--- config.mk ---
export PLATFORM = sky130hd
export DESIGN_NAME = idli_ser_m_flat
export DESIGN_NICKNAME = d
export VERILOG_FILES = /design/src/rtl/idli_ser_if.sv /design/src/rtl/idli_ser_m.sv /design/src/flat_wrapper.sv
export SDC_FILE = /design/constraint.sdc
export NUM_CORES = 1
export LEC_CHECK = 0
export CAP_MARGIN = 20
export CELL_PAD_IN_SITES_DETAIL_PLACEMENT = 0
export CELL_PAD_IN_SITES_GLOBAL_PLACEMENT = 2
export CORE_ASPECT_RATIO = 0.6
export CORE_MARGIN = 3
export CORE_UTILIZATION = 39
export DETAILED_ROUTE_END_ITERATION = 7
export PLACE_DENSITY = 0.87
export REMOVE_ABC_BUFFERS = 1
export SLEW_MARGIN = 10
export SYNTH_ARGS = -nofsm -noshare
export SYNTH_HDL_FRONTEND = slang
export SYNTH_SLANG_ARGS = --single-unit
--- constraint.sdc ---
create_clock -name i_ser_gck -period 3.2 [get_ports i_ser_gck]
set_input_delay 0.32 -clock i_ser_gck [delete_from_list [all_inputs] [get_ports i_ser_gck]]
set_output_delay 0.32 -clock i_ser_gck [all_outputs]
set_load 0.1 [all_outputs]
--- src/rtl/idli_ser_if.sv ---
// idli_ser_if: word/nibble handshake bundle between core logic and the nibble serializer
interface idli_ser_if;
  logic [15:0] i_ser_tx_data;
  logic        i_ser_tx_valid;
  logic        o_ser_tx_ready;
  logic [3:0]  o_ser_tx_nibble;
  logic        o_ser_tx_active;
  logic [3:0]  i_ser_rx_nibble;
  logic        i_ser_rx_en;
  logic [15:0] o_ser_rx_data;
  logic        o_ser_rx_valid;
  modport master (
    output i_ser_tx_data, i_ser_tx_valid, i_ser_rx_nibble, i_ser_rx_en,
    input  o_ser_tx_ready, o_ser_tx_nibble, o_ser_tx_active, o_ser_rx_data, o_ser_rx_valid
  );
  modport slave (
    input  i_ser_tx_data, i_ser_tx_valid, i_ser_rx_nibble, i_ser_rx_en,
    output o_ser_tx_ready, o_ser_tx_nibble, o_ser_tx_active, o_ser_rx_data, o_ser_rx_valid
  );
endinterface

--- src/rtl/idli_ser_m.sv ---
// idli_ser_m: 16b<->4b nibble serializer/deserializer aligned to the core cycle counter,
// with a sticky monitor for counter/last-cycle protocol violations.
module idli_ser_m #(
  parameter int FIFO_DEPTH = 2
) (
  input  logic       i_ser_gck,
  input  logic       i_ser_rst_n,
  input  logic [1:0] i_ser_ctr,
  input  logic       i_ser_ctr_last_cycle,
  idli_ser_if.slave  bus,
  output logic       o_ser_err
);
  localparam int AW = FIFO_DEPTH > 1 ? $clog2(FIFO_DEPTH) : 1;
  localparam int CW = $clog2(FIFO_DEPTH) + 1;
  logic [15:0]   mem_q [FIFO_DEPTH];
  logic [15:0]   mem_d [FIFO_DEPTH];
  logic [AW-1:0] wr_ptr_q, wr_ptr_d, rd_ptr_q, rd_ptr_d;
  logic [CW-1:0] cnt_q, cnt_d;
  logic          busy_q, busy_d, rx_open_q, rx_open_d, rx_valid_q, rx_valid_d, err_q, err_d, chk_q;
  logic [11:0]   rx_sh_q, rx_sh_d;
  logic [15:0]   rx_data_q, rx_data_d, head;
  logic [1:0]    prev_ctr_q;
  logic          empty, push, pop, active;
  function automatic logic [AW-1:0] nxt(input logic [AW-1:0] p);
    return p == AW'(FIFO_DEPTH - 1) ? '0 : p + 1'b1;
  endfunction
  assign empty               = cnt_q == '0;
  assign bus.o_ser_tx_ready  = cnt_q != CW'(FIFO_DEPTH);
  assign push                = bus.i_ser_tx_valid & bus.o_ser_tx_ready;
  assign pop                 = (i_ser_ctr == 2'd3) & busy_q;
  assign head                = mem_q[rd_ptr_q];
  assign active              = busy_q | ((i_ser_ctr == 2'd0) & !empty);
  assign bus.o_ser_tx_active = active;
  assign bus.o_ser_tx_nibble = active ? head[{i_ser_ctr, 2'b00} +: 4] : 4'h0;
  assign bus.o_ser_rx_data   = rx_data_q;
  assign bus.o_ser_rx_valid  = rx_valid_q;
  assign o_ser_err           = err_q;
  always_comb begin
    mem_d = mem_q;
    if (push) mem_d[wr_ptr_q] = bus.i_ser_tx_data;
    wr_ptr_d = push ? nxt(wr_ptr_q) : wr_ptr_q;
    rd_ptr_d = pop ? nxt(rd_ptr_q) : rd_ptr_q;
    cnt_d    = cnt_q + CW'(push) - CW'(pop);
    busy_d   = pop ? 1'b0 : ((i_ser_ctr == 2'd0) & !empty) ? 1'b1 : busy_q;
    rx_sh_d    = rx_sh_q;
    rx_open_d  = rx_open_q;
    rx_data_d  = rx_data_q;
    rx_valid_d = 1'b0;
    // A frame opens only at position 0; any dropout later in the frame abandons it.
    if (i_ser_ctr == 2'd0) begin
      rx_open_d     = bus.i_ser_rx_en;
      rx_sh_d[3:0]  = bus.i_ser_rx_nibble;
    end else if (rx_open_q & bus.i_ser_rx_en) begin
      if (i_ser_ctr == 2'd3) begin
        rx_data_d  = {bus.i_ser_rx_nibble, rx_sh_q};
        rx_valid_d = 1'b1;
        rx_open_d  = 1'b0;
      end else begin
        rx_sh_d[{i_ser_ctr, 2'b00} +: 4] = bus.i_ser_rx_nibble;
      end
    end else begin
      rx_open_d = 1'b0;
    end
    err_d = err_q | (i_ser_ctr_last_cycle != (i_ser_ctr == 2'd3))
                  | (chk_q & (i_ser_ctr != prev_ctr_q + 2'd1));
  end
  always_ff @(posedge i_ser_gck or negedge i_ser_rst_n) begin
    if (!i_ser_rst_n) begin
      for (int i = 0; i < FIFO_DEPTH; i++) mem_q[i] <= '0;
      wr_ptr_q   <= '0;
      rd_ptr_q   <= '0;
      cnt_q      <= '0;
      busy_q     <= 1'b0;
      rx_sh_q    <= '0;
      rx_open_q  <= 1'b0;
      rx_data_q  <= '0;
      rx_valid_q <= 1'b0;
      err_q      <= 1'b0;
      chk_q      <= 1'b0;
      prev_ctr_q <= '0;
    end else begin
      mem_q      <= mem_d;
      wr_ptr_q   <= wr_ptr_d;
      rd_ptr_q   <= rd_ptr_d;
      cnt_q      <= cnt_d;
      busy_q     <= busy_d;
      rx_sh_q    <= rx_sh_d;
      rx_open_q  <= rx_open_d;
      rx_data_q  <= rx_data_d;
      rx_valid_q <= rx_valid_d;
      err_q      <= err_d;
      chk_q      <= 1'b1;
      prev_ctr_q <= i_ser_ctr;
    end
  end
endmodule

--- src/flat_wrapper.sv ---
// flat-port wrapper written by rule: the top's interface ports become plain ports
module idli_ser_m_flat 
#(
  parameter int FIFO_DEPTH = 2
)
  (i_ser_gck, i_ser_rst_n, i_ser_ctr, i_ser_ctr_last_cycle, o_ser_err, bus_i_ser_tx_data, bus_i_ser_tx_valid, bus_i_ser_rx_nibble, bus_i_ser_rx_en, bus_o_ser_tx_ready, bus_o_ser_tx_nibble, bus_o_ser_tx_active, bus_o_ser_rx_data, bus_o_ser_rx_valid);
  idli_ser_if bus_i ();
  input  logic i_ser_gck;
  input  logic i_ser_rst_n;
  input  logic [1:0] i_ser_ctr;
  input  logic i_ser_ctr_last_cycle;
  output logic o_ser_err;
  input wire logic [$bits(bus_i.i_ser_tx_data)-1:0] bus_i_ser_tx_data;
  input wire logic [$bits(bus_i.i_ser_tx_valid)-1:0] bus_i_ser_tx_valid;
  input wire logic [$bits(bus_i.i_ser_rx_nibble)-1:0] bus_i_ser_rx_nibble;
  input wire logic [$bits(bus_i.i_ser_rx_en)-1:0] bus_i_ser_rx_en;
  output wire logic [$bits(bus_i.o_ser_tx_ready)-1:0] bus_o_ser_tx_ready;
  output wire logic [$bits(bus_i.o_ser_tx_nibble)-1:0] bus_o_ser_tx_nibble;
  output wire logic [$bits(bus_i.o_ser_tx_active)-1:0] bus_o_ser_tx_active;
  output wire logic [$bits(bus_i.o_ser_rx_data)-1:0] bus_o_ser_rx_data;
  output wire logic [$bits(bus_i.o_ser_rx_valid)-1:0] bus_o_ser_rx_valid;
  assign bus_i.i_ser_tx_data = bus_i_ser_tx_data;
  assign bus_i.i_ser_tx_valid = bus_i_ser_tx_valid;
  assign bus_i.i_ser_rx_nibble = bus_i_ser_rx_nibble;
  assign bus_i.i_ser_rx_en = bus_i_ser_rx_en;
  assign bus_o_ser_tx_ready = bus_i.o_ser_tx_ready;
  assign bus_o_ser_tx_nibble = bus_i.o_ser_tx_nibble;
  assign bus_o_ser_tx_active = bus_i.o_ser_tx_active;
  assign bus_o_ser_rx_data = bus_i.o_ser_rx_data;
  assign bus_o_ser_rx_valid = bus_i.o_ser_rx_valid;
  idli_ser_m #(.FIFO_DEPTH(FIFO_DEPTH)) u_core (.i_ser_gck(i_ser_gck), .i_ser_rst_n(i_ser_rst_n), .i_ser_ctr(i_ser_ctr), .i_ser_ctr_last_cycle(i_ser_ctr_last_cycle), .bus(bus_i), .o_ser_err(o_ser_err));
endmodule
==> impl_results.rst, run 1 <==
.. list-table::
   :header-rows: 1

   * - Metric
     - Value
   * - Status
     - finished with violations
   * - Violated checks
     - negative hold slack
   * - Wire length of the first global-routing pass
     - between 10 and 15 mm
   * - Drc violations
     - 0
   * - Total core area
     - approximately 7600 um2
   * - Global route overflow
     - 0
   * - Critical Setup Path Class
     - in -> out
   * - Area growth from synthesis to layout
     - 31.60%
   * - Clock-pin slew reported for the worst setup and hold paths after clock tree synthesis
     - 60 ps
   * - Detailed Routing Iterations Pass 1
     - 4
   * - CTS Buffer Depth
     - 2
   * - Final weighted congestion in routability-driven placement
     - 0.7567
   * - Total of cells resized after clock tree synthesis
     - 0
   * - Netlist Area Pre-Place
     - between 3000 and 4000 um2
   * - Standard-cell row count
     - 24
   * - Placed inst area
     - about 3800 um2
   * - Per-instance average area after synthesis
     - around 14 um2
   * - Total power divided by cell area
     - approximately 950 nW/um2
   * - Classification of the worst-slack hold path
     - in -> async
   * - Starting utilization of the core area
     - 0.4175
   * - Final TNS setup
     - 0 ps
   * - Tot GR Track Use
     - 0.1550
   * - Ys flop type
     - sky130_fd_sc_hd__dfrtp_1
   * - Vias per std cell
     - approximately 4.9
   * - Share of layout cells above drive strength 1
     - 0.2715
   * - Die W
     - roughly 120 um
   * - Largest driver fanout on the critical path
     - 13
   * - Proportion of power drawn by combinational gates
     - 0.389
   * - Clock root buffer master
     - sky130_fd_sc_hd__clkbuf_16
   * - Sum of net half-perimeters after detailed placement
     - between 4 and 5 mm
   * - Switching part of the total power
     - 0.3582
   * - Cts-stage hold buffer count
     - 0
   * - Share of cell area taken by muxes after synthesis
     - 0.2226
   * - Critical Path Source Type
     - primary input
   * - Worst Hold Slack
     - -22.14 ps
   * - Area share of xor/xnor cells in the synthesized design
     - 0.01941
   * - Total count of hold-check failures in the final report
     - 22
   * - Cell count after synthesis
     - 227
   * - Unrepaired setup endpoints after global routing
     - false
   * - Relative contribution of sequential cells to total power
     - 0.341
   * - Post-route ant nets
     - 0
   * - Fmax
     - around 420 MHz
   * - Clock tree from TritonCTS
     - built
   * - Portion of synthesized cell area occupied by the leading cell type
     - 0.5624
   * - Post-synthesis cell type count
     - 35
   * - Count of routing violations after the opening detailed-route iteration
     - 86
   * - Sw power
     - 1.418 mW
   * - Leakage power of the design
     - between 1.5 and 2 nW
   * - Final std cell area, no fill
     - slightly above 4000 um2
   * - Wirelength, routed
     - ~6.6 mm
   * - Routed via count
     - approximately 1900
   * - Number of enable-type register cells in the synthesized netlist
     - 0
   * - Biggest area contributors in the synthesized netlist
     - sky130_fd_sc_hd__dfrtp_1 56%, sky130_fd_sc_hd__mux2_2 12%, sky130_fd_sc_hd__mux2i_1 5.4%, sky130_fd_sc_hd__mux2_4 4.8%, sky130_fd_sc_hd__ha_1 2.8%
   * - Number of buffers inserted by port buffering
     - 50
   * - Number of top-level pins
     - 51
   * - Clock power frac
     - 0.270
   * - Final period utilization
     - 0.7457
   * - Number of inserted diodes
     - 0
   * - Number of H-tree levels
     - 3
   * - Largest family of logic cells by synthesized area
     - multiplexers
   * - Count of final max-slew check failures
     - 0
   * - Number of warnings reported in the yosys synthesis log
     - 0
   * - Adder-Cell Fraction of Synth Area
     - 0.02772
   * - Yosys reg bits
     - 71
   * - Share of the synthesized area in compound gates (AO/OA/AOI/OAI)
     - 0.05109
   * - Sequential element share of the synthesized area
     - 0.5624
   * - Average wire per standard cell
     - 16.67 um
   * - Period minus WS final
     - about 2400 ps
   * - Clock Skew
     - about 5.8 ps
   * - Clock network latency to the later pin of the worst-skew pair
     - approximately 330 ps
   * - Setup violation total in the final timing report
     - 0
   * - Post-layout util
     - 0.5494
   * - Async SR Flop Fraction
     - 1.000
   * - Slew of the pin with the lowest slew margin
     - ~980 ps
   * - Number of setup buffers added after CTS
     - 0
   * - WP data required
     - between 2000 and 3000 ps
   * - Worst VDD drop
     - slightly above 0.0006 V
   * - Fin nets
     - 320
   * - Y dimension of the die
     - 75.72 um
   * - Number of cells in the design after placement
     - between 300 and 400
   * - Final std cells w/o fill
     - 395
   * - Number of buffers added by the clock tree synthesis step
     - 9
   * - Number of antenna violations at the first check in global routing
     - 0
   * - Yosys top cell by area
     - sky130_fd_sc_hd__dfrtp_1
   * - Share of synthesized cell area in and, or, nand and nor gates
     - 0.08356
   * - Critical Path Sink Type
     - output port
   * - Via count of the first global-routing pass
     - approximately 2000
   * - Internal power
     - about 2.5 mW
   * - Pin count of the biggest net entering global routing
     - 49
   * - Max Cap Violations
     - 0
   * - Clock sinks
     - 71
   * - Worst slew slack as a fraction of its limit
     - 0.3458
   * - Worst endpoint data arrival time
     - 2070 ps
   * - Total die area
     - 9252 um2
[stage by stage]
step	total power, mW	setup slack (ps)	hold slack (ps)
global placement	2.871	773.3	439.8
global route	4.153	618.8	6.942
CTS	3.991	776.3	207.8
detailed placement	2.903	783.3	446.7
finish	3.960	813.9	-22.14
floorplan	2.406	219.2	24.41
[final timing paths]
path / startpoint / end / depth (start not counted) / slack (ps)
hold / removal: i_ser_rst_n / u_core.rx_sh_q[5] / 1 / -20
setup / recovery: i_ser_ctr[0] / bus_o_ser_tx_nibble[3] / 8 / 810
max in group asynchronous: i_ser_rst_n / u_core.mem_q[0] / 3 / 2360
min in group i_ser_gck: u_core.chk_q / u_core.o_ser_err / 1 / 450
setup reg to reg: u_core.cnt_q[0] / u_core.mem_q[19] / 4 / 1690
hold reg to reg: u_core.chk_q / u_core.o_ser_err / 1 / 450
[synth_stat cells, drive strengths merged (3+ instances only)]
cell type	n
xnor2	4
o21ai	9
buf	9
and4	4
ha	7
nor2b	4
dfrtp	71
a22oi	4
mux2	44
nand2	9
nand2b	3
xor2	3
inv	6
a22o	8
mux2i	17
nand3	9
[power groups by stage]
| stage | Sequential [mW] | Combinational, mW | Clock, mW |
|---|---|---|---|
| 2_1_floorplan | 1.44 | 0.969 | 0 |
| 3_3_place_gp | 1.35 | 1.52 | 0 |
| 3_5_place_dp | 1.36 | 1.55 | 0 |
| 4_1_cts | 1.35 | 1.55 | 1.09 |
| 5_1_grt | 1.39 | 1.63 | 1.13 |
| 6_report | 1.35 | 1.54 | 1.07 |
[flip-flops by register name (all words and copies together) (netlist names), 2 cells and up]
signal and flops:
u_core.rx_sh_q 12, u_core.bus.o_ser_rx_data 16, u_core.cnt_q 2, u_core.mem_q 32
u_core.prev_ctr_q 2
[cell usage in the layout (no fill, tap or decap), types with 2 or more instances in the layout]
master | Yosys | layout
sky130_fd_sc_hd__nand2b_1 | 2 | 2
sky130_fd_sc_hd__nand2_1 | 9 | 9
sky130_fd_sc_hd__mux2i_1 | 17 | 17
sky130_fd_sc_hd__buf_12 | 1 | 5
sky130_fd_sc_hd__nor2b_1 | 4 | 4
sky130_fd_sc_hd__dfrtp_1 | 71 | 71
sky130_fd_sc_hd__nand3_1 | 8 | 8
sky130_fd_sc_hd__and4_1 | 4 | 4
sky130_fd_sc_hd__o21ai_0 | 9 | 9
sky130_fd_sc_hd__a22o_1 | 8 | 8
sky130_fd_sc_hd__ha_1 | 7 | 7
sky130_fd_sc_hd__clkdlybuf4s50_1 | 0 | 43
sky130_fd_sc_hd__clkbuf_16 | 0 | 9
sky130_fd_sc_hd__inv_1 | 6 | 6
sky130_fd_sc_hd__xor2_1 | 3 | 3
sky130_fd_sc_hd__nand4_1 | 2 | 2
sky130_fd_sc_hd__mux2_4 | 10 | 10
sky130_fd_sc_hd__mux2_2 | 34 | 34
sky130_fd_sc_hd__a22oi_1 | 4 | 4
sky130_fd_sc_hd__bufinv_16 | 0 | 2
sky130_fd_sc_hd__nor2_1 | 2 | 2
sky130_fd_sc_hd__nor4_2 | 2 | 2
sky130_fd_sc_hd__buf_4 | 1 | 8
sky130_fd_sc_hd__xnor2_1 | 4 | 4
[metal layers]
layer,GRT usage,vias to the layer above,part of all wire
met3,0.05119,7,0.045
li1,-,930,-
met2,0.2256,39,0.44
met4,0.04963,0,0.0070
met5,0,-,0
met1,0.2213,957,0.51
[worst max-delay path: stages]
cell and delay (ps):
sky130_fd_sc_hd__clkdlybuf4s50_1 440, sky130_fd_sc_hd__inv_1 150, sky130_fd_sc_hd__ha_1 160, sky130_fd_sc_hd__buf_4 170
sky130_fd_sc_hd__o21ai_0 100, sky130_fd_sc_hd__nand2b_1 240, sky130_fd_sc_hd__and4_1 290, sky130_fd_sc_hd__buf_12 180
[logic make-up (layout without fill, tap and decap cells)]
| kind of cell | count (synthesis) | count (layout) |
|---|---|---|
| compound gates | 23 | 23 |
| flops | 71 | 71 |
| buf+inv | 16 | 80 |
| simple gates | 41 | 41 |
| fa+ha+maj | 7 | 7 |
| mux | 61 | 61 |
| other cells | 1 | 1 |
| xor+xnor | 7 | 7 |
[final cells by class]
type / count / area, um2
Clock buffer: 11 / 242.7
Clock inverter: 5 / 81.33
Fill cell: 631 / 3410
Inverter: 6 / 22.52
Multi-Input combinational cell: 140 / 1281
Sequential cell: 71 / 1777
Tap cell: 104 / 130.1
Timing Repair Buffer: 58 / 623.1
Note: power is estimated with default switching activity, not from simulation.
==> inputs of run 2 (changes only) <==
--- a/config.mk
+++ b/config.mk
@@ -10,9 +10,9 @@
 export CELL_PAD_IN_SITES_GLOBAL_PLACEMENT = 2
 export CORE_ASPECT_RATIO = 0.6
 export CORE_MARGIN = 3
-export CORE_UTILIZATION = 39
+export CORE_UTILIZATION = 33
 export DETAILED_ROUTE_END_ITERATION = 7
-export PLACE_DENSITY = 0.87
+export PLACE_DENSITY = 0.79
 export REMOVE_ABC_BUFFERS = 1
 export SLEW_MARGIN = 10
 export SYNTH_ARGS = -nofsm -noshare
==> constraint.sdc (replaced) <==
create_clock -name i_ser_gck -period 2.1 [get_ports i_ser_gck]
set_input_delay 0.21 -clock i_ser_gck [delete_from_list [all_inputs] [get_ports i_ser_gck]]
set_output_delay 0.21 -clock i_ser_gck [all_outputs]
set_load 0.1 [all_outputs]
==> impl_results.rst, run 2 (synthesized netlist as in run 1, its figures left out) <==
.. list-table::
   :header-rows: 1

   * - Metric
     - Value
   * - Critical Path Source Type
     - primary input
   * - Clock sinks
     - 71 (unchanged)
   * - Total core area
     - 8914 um2 (+18%)
   * - Critical path, cell by cell
     - clkdlybuf4s50_1 > buf_4 > nor2b_1 > buf_4 > a22oi_1 > and4_4 > buf_12
   * - Tot GR Track Use
     - 0.1377 (-0.01727)
   * - Library cell contributing the largest single delay on the critical path
     - sky130_fd_sc_hd__clkdlybuf4s50_1
   * - Area growth from synthesis to layout
     - 32.20%
   * - Switching part of the total power
     - 0.3688 (+0.01053)
   * - Reg-to-Reg Start
     - u_core.cnt_q[0]
   * - Number of H-tree levels
     - 3 (unchanged)
   * - Status
     - finished, final reports clean
   * - Clock power frac
     - 0.237 (-0.033)
   * - CTS Buffer Depth
     - 2 (unchanged)
   * - Classification of the worst-slack hold path
     - in -> reg
   * - Leakage power of the design
     - 1.925 nW (+3.2%)
   * - Worst Hold Slack
     - 285.9 ps (+308.1 ps)
   * - Most prevalent standard cell on the critical path
     - sky130_fd_sc_hd__buf_4
   * - Hold_sp
     - i_ser_ctr[0]
   * - Worst endpoint data arrival time
     - 1780 ps (-290 ps)
   * - Worst VDD drop
     - 0.0006395 V (+3.7%)
   * - Sum of net half-perimeters after detailed placement
     - 4.721 mm (+0.43%)
   * - Drc violations
     - 0 (unchanged)
   * - Pin count of the biggest net entering global routing
     - 72 (+47%)
   * - Placed inst area
     - 3881 um2 (+2.0%)
   * - Highest-count cells in the layout ignoring fill and taps
     - 71 x sky130_fd_sc_hd__dfrtp_1, 34 x sky130_fd_sc_hd__mux2_2, 32 x sky130_fd_sc_hd__buf_4
   * - Cell family with the largest share of critical-path delay
     - buffers and inverters
   * - Number of antenna violations at the first check in global routing
     - 0 (unchanged)
   * - Clock Skew
     - 6.346 ps (+0.5255 ps)
   * - Worst hold path depth
     - 2
   * - Vias per std cell
     - 4.647 (-5.0%)
   * - Number of buffers inserted by port buffering
     - 50 (unchanged)
   * - Count of routing violations after the opening detailed-route iteration
     - 77 (-10%)
   * - Total power divided by cell area
     - 1399 nW/um2 (+47%)
   * - Detailed Routing Iterations Pass 1
     - 4 (unchanged)
   * - Clock network latency to the later pin of the worst-skew pair
     - 330 ps (about the same)
   * - Period minus WS final
     - 1994 ps
   * - # fillers
     - 832 (+32%)
   * - Via count of the first global-routing pass
     - 2043 (+1.2%)
   * - Number of inserted diodes
     - 0 (unchanged)
   * - Wirelength, routed
     - 6.799 mm (+3.3%)
   * - Stages on worst setup path
     - 7 (-1)
   * - Critical Path Sink Type
     - output port
   * - Post-route ant nets
     - 0 (unchanged)
   * - Sw power
     - 2.155 mW (+52%)
   * - Die W
     - 132.3 um (+8.3%)
   * - Clock tree from TritonCTS
     - built
   * - Top register by number of flip-flops
     - u_core.mem_q
   * - Number of setup buffers added after CTS
     - 0 (unchanged)
   * - Buffering stage count on the worst path with inverters included
     - 4 (unchanged)
   * - Unrepaired setup endpoints after global routing
     - false
   * - Clock-pin slew reported for the worst setup and hold paths after clock tree synthesis
     - 60 ps (about the same)
   * - Number of buffers added by the clock tree synthesis step
     - 9 (unchanged)
   * - Depth of the worst register-to-register path
     - 4 (unchanged)
   * - Count of final max-slew check failures
     - 0 (unchanged)
   * - Start point of the critical path
     - i_ser_ctr[1]
   * - WP data required
     - 1890 ps (-990 ps)
   * - Fmax
     - 501.6 MHz
   * - Number of top-level pins
     - 51 (unchanged)
   * - Routed via count
     - 1975 (+2.2%)
   * - Average wire per standard cell
     - 16.00 um (-4.0%)
   * - Final weighted congestion in routability-driven placement
     - 0.7208 (-4.7%)
   * - Proportion of power drawn by combinational gates
     - 0.412 (+0.023)
   * - Critical Setup Path Class
     - in -> out
   * - Max Cap Violations
     - 0 (unchanged)
   * - Final period utilization
     - 0.9494
   * - Total count of hold-check failures in the final report
     - 0 (-100%)
   * - Starting utilization of the core area
     - 0.3544 (-0.06306)
   * - Fin nets
     - 329 (+2.8%)
   * - Largest driver fanout on the critical path
     - 12 (-1)
   * - Share of layout cells above drive strength 1
     - 0.3679 (+0.09642)
   * - Final std cell area, no fill
     - 4177 um2 (+0.45%)
   * - Commonest non-fill, non-tap cell in the layout
     - sky130_fd_sc_hd__dfrtp_1
   * - Max FFs per register
     - 32 (unchanged)
   * - Wire length of the first global-routing pass
     - 11.27 mm (+6.0%)
   * - Global route overflow
     - 0 (unchanged)
   * - Relative contribution of sequential cells to total power
     - 0.351 (+0.010)
   * - Total die area
     - 10820 um2 (+17%)
   * - Clock root buffer master
     - sky130_fd_sc_hd__clkbuf_16
   * - Critical path's largest stage delay
     - 510 ps (+70 ps)
   * - Internal power
     - 3.689 mW (+45%)
   * - Setup violation total in the final timing report
     - 0 (unchanged)
   * - Y dimension of the die
     - 81.79 um (+8.0%)
   * - Standard-cell row count
     - 26 (+8.3%)
[run 2: metal layers]
metal,track usage,part of all wire,vias to the layer above
li1,-,-,947
met1,0.2074,0.54,976
met2,0.1779,0.39,44
met3,0.04590,0.050,8
met4,0.05602,0.013,0
met5,0,0,-
[run 2: final cells by class]
type	count	area, um2	area share
Inverter	6	22.52	0.005392
Multi-Input combinational cell	140	1294	0.3098
Clock inverter	3	20.02	0.004793
Sequential cell	71	1777	0.4254
Tap cell	126	157.7	0.03775
Timing Repair Buffer	67	659.4	0.1579
Clock buffer	12	246.5	0.05902
[run 2: stage by stage]
step                      instances  utilization  setup TNS, ps  power, mW  setup slack (ps)
after floorplan                 217            -          -2643      3.666            -660.8
after global placement          409       0.4354         -274.8      4.404            -71.12
after detailed placement        409       0.4354         -52.52      4.442            -15.53
after CTS                       425       0.4665              0      5.853             28.33
after global routing            425       0.4686              0      6.150             26.17
final                           425       0.4686              0      5.844             106.3
[run 2: timing repair]
action | in CTS | in global routing
resized for setup | 0 | 10
setup endpoints to repair | 0 | 4
hold buffers | 1 | 0
endpoints found under the hold margin | 71 | 0
[run 2: worst paths after layout]
| check | endpoint | slack [ps] |
|---|---|---|
| min reg2reg | u_core.o_ser_err | 450 |
| max in group asynchronous | u_core.mem_q[5] | 1360 |
| min | u_core.prev_ctr_q[0] | 290 |
| max reg2reg | u_core.mem_q[19] | 560 |
| max | bus_o_ser_tx_nibble[2] | 110 |
| min in group asynchronous | u_core.bus.o_ser_rx_data[14] | 420 |
[run 2: power by group through the flow]
stage / logic (mW) / clock network, mW / registers [mW]
2_1_floorplan: 1.48 / 0 / 2.19
3_3_place_gp: 2.34 / 0 / 2.06
3_5_place_dp: 2.37 / 0 / 2.07
4_1_cts: 2.38 / 1.42 / 2.05
5_1_grt: 2.55 / 1.49 / 2.11
6_report: 2.41 / 1.39 / 2.05
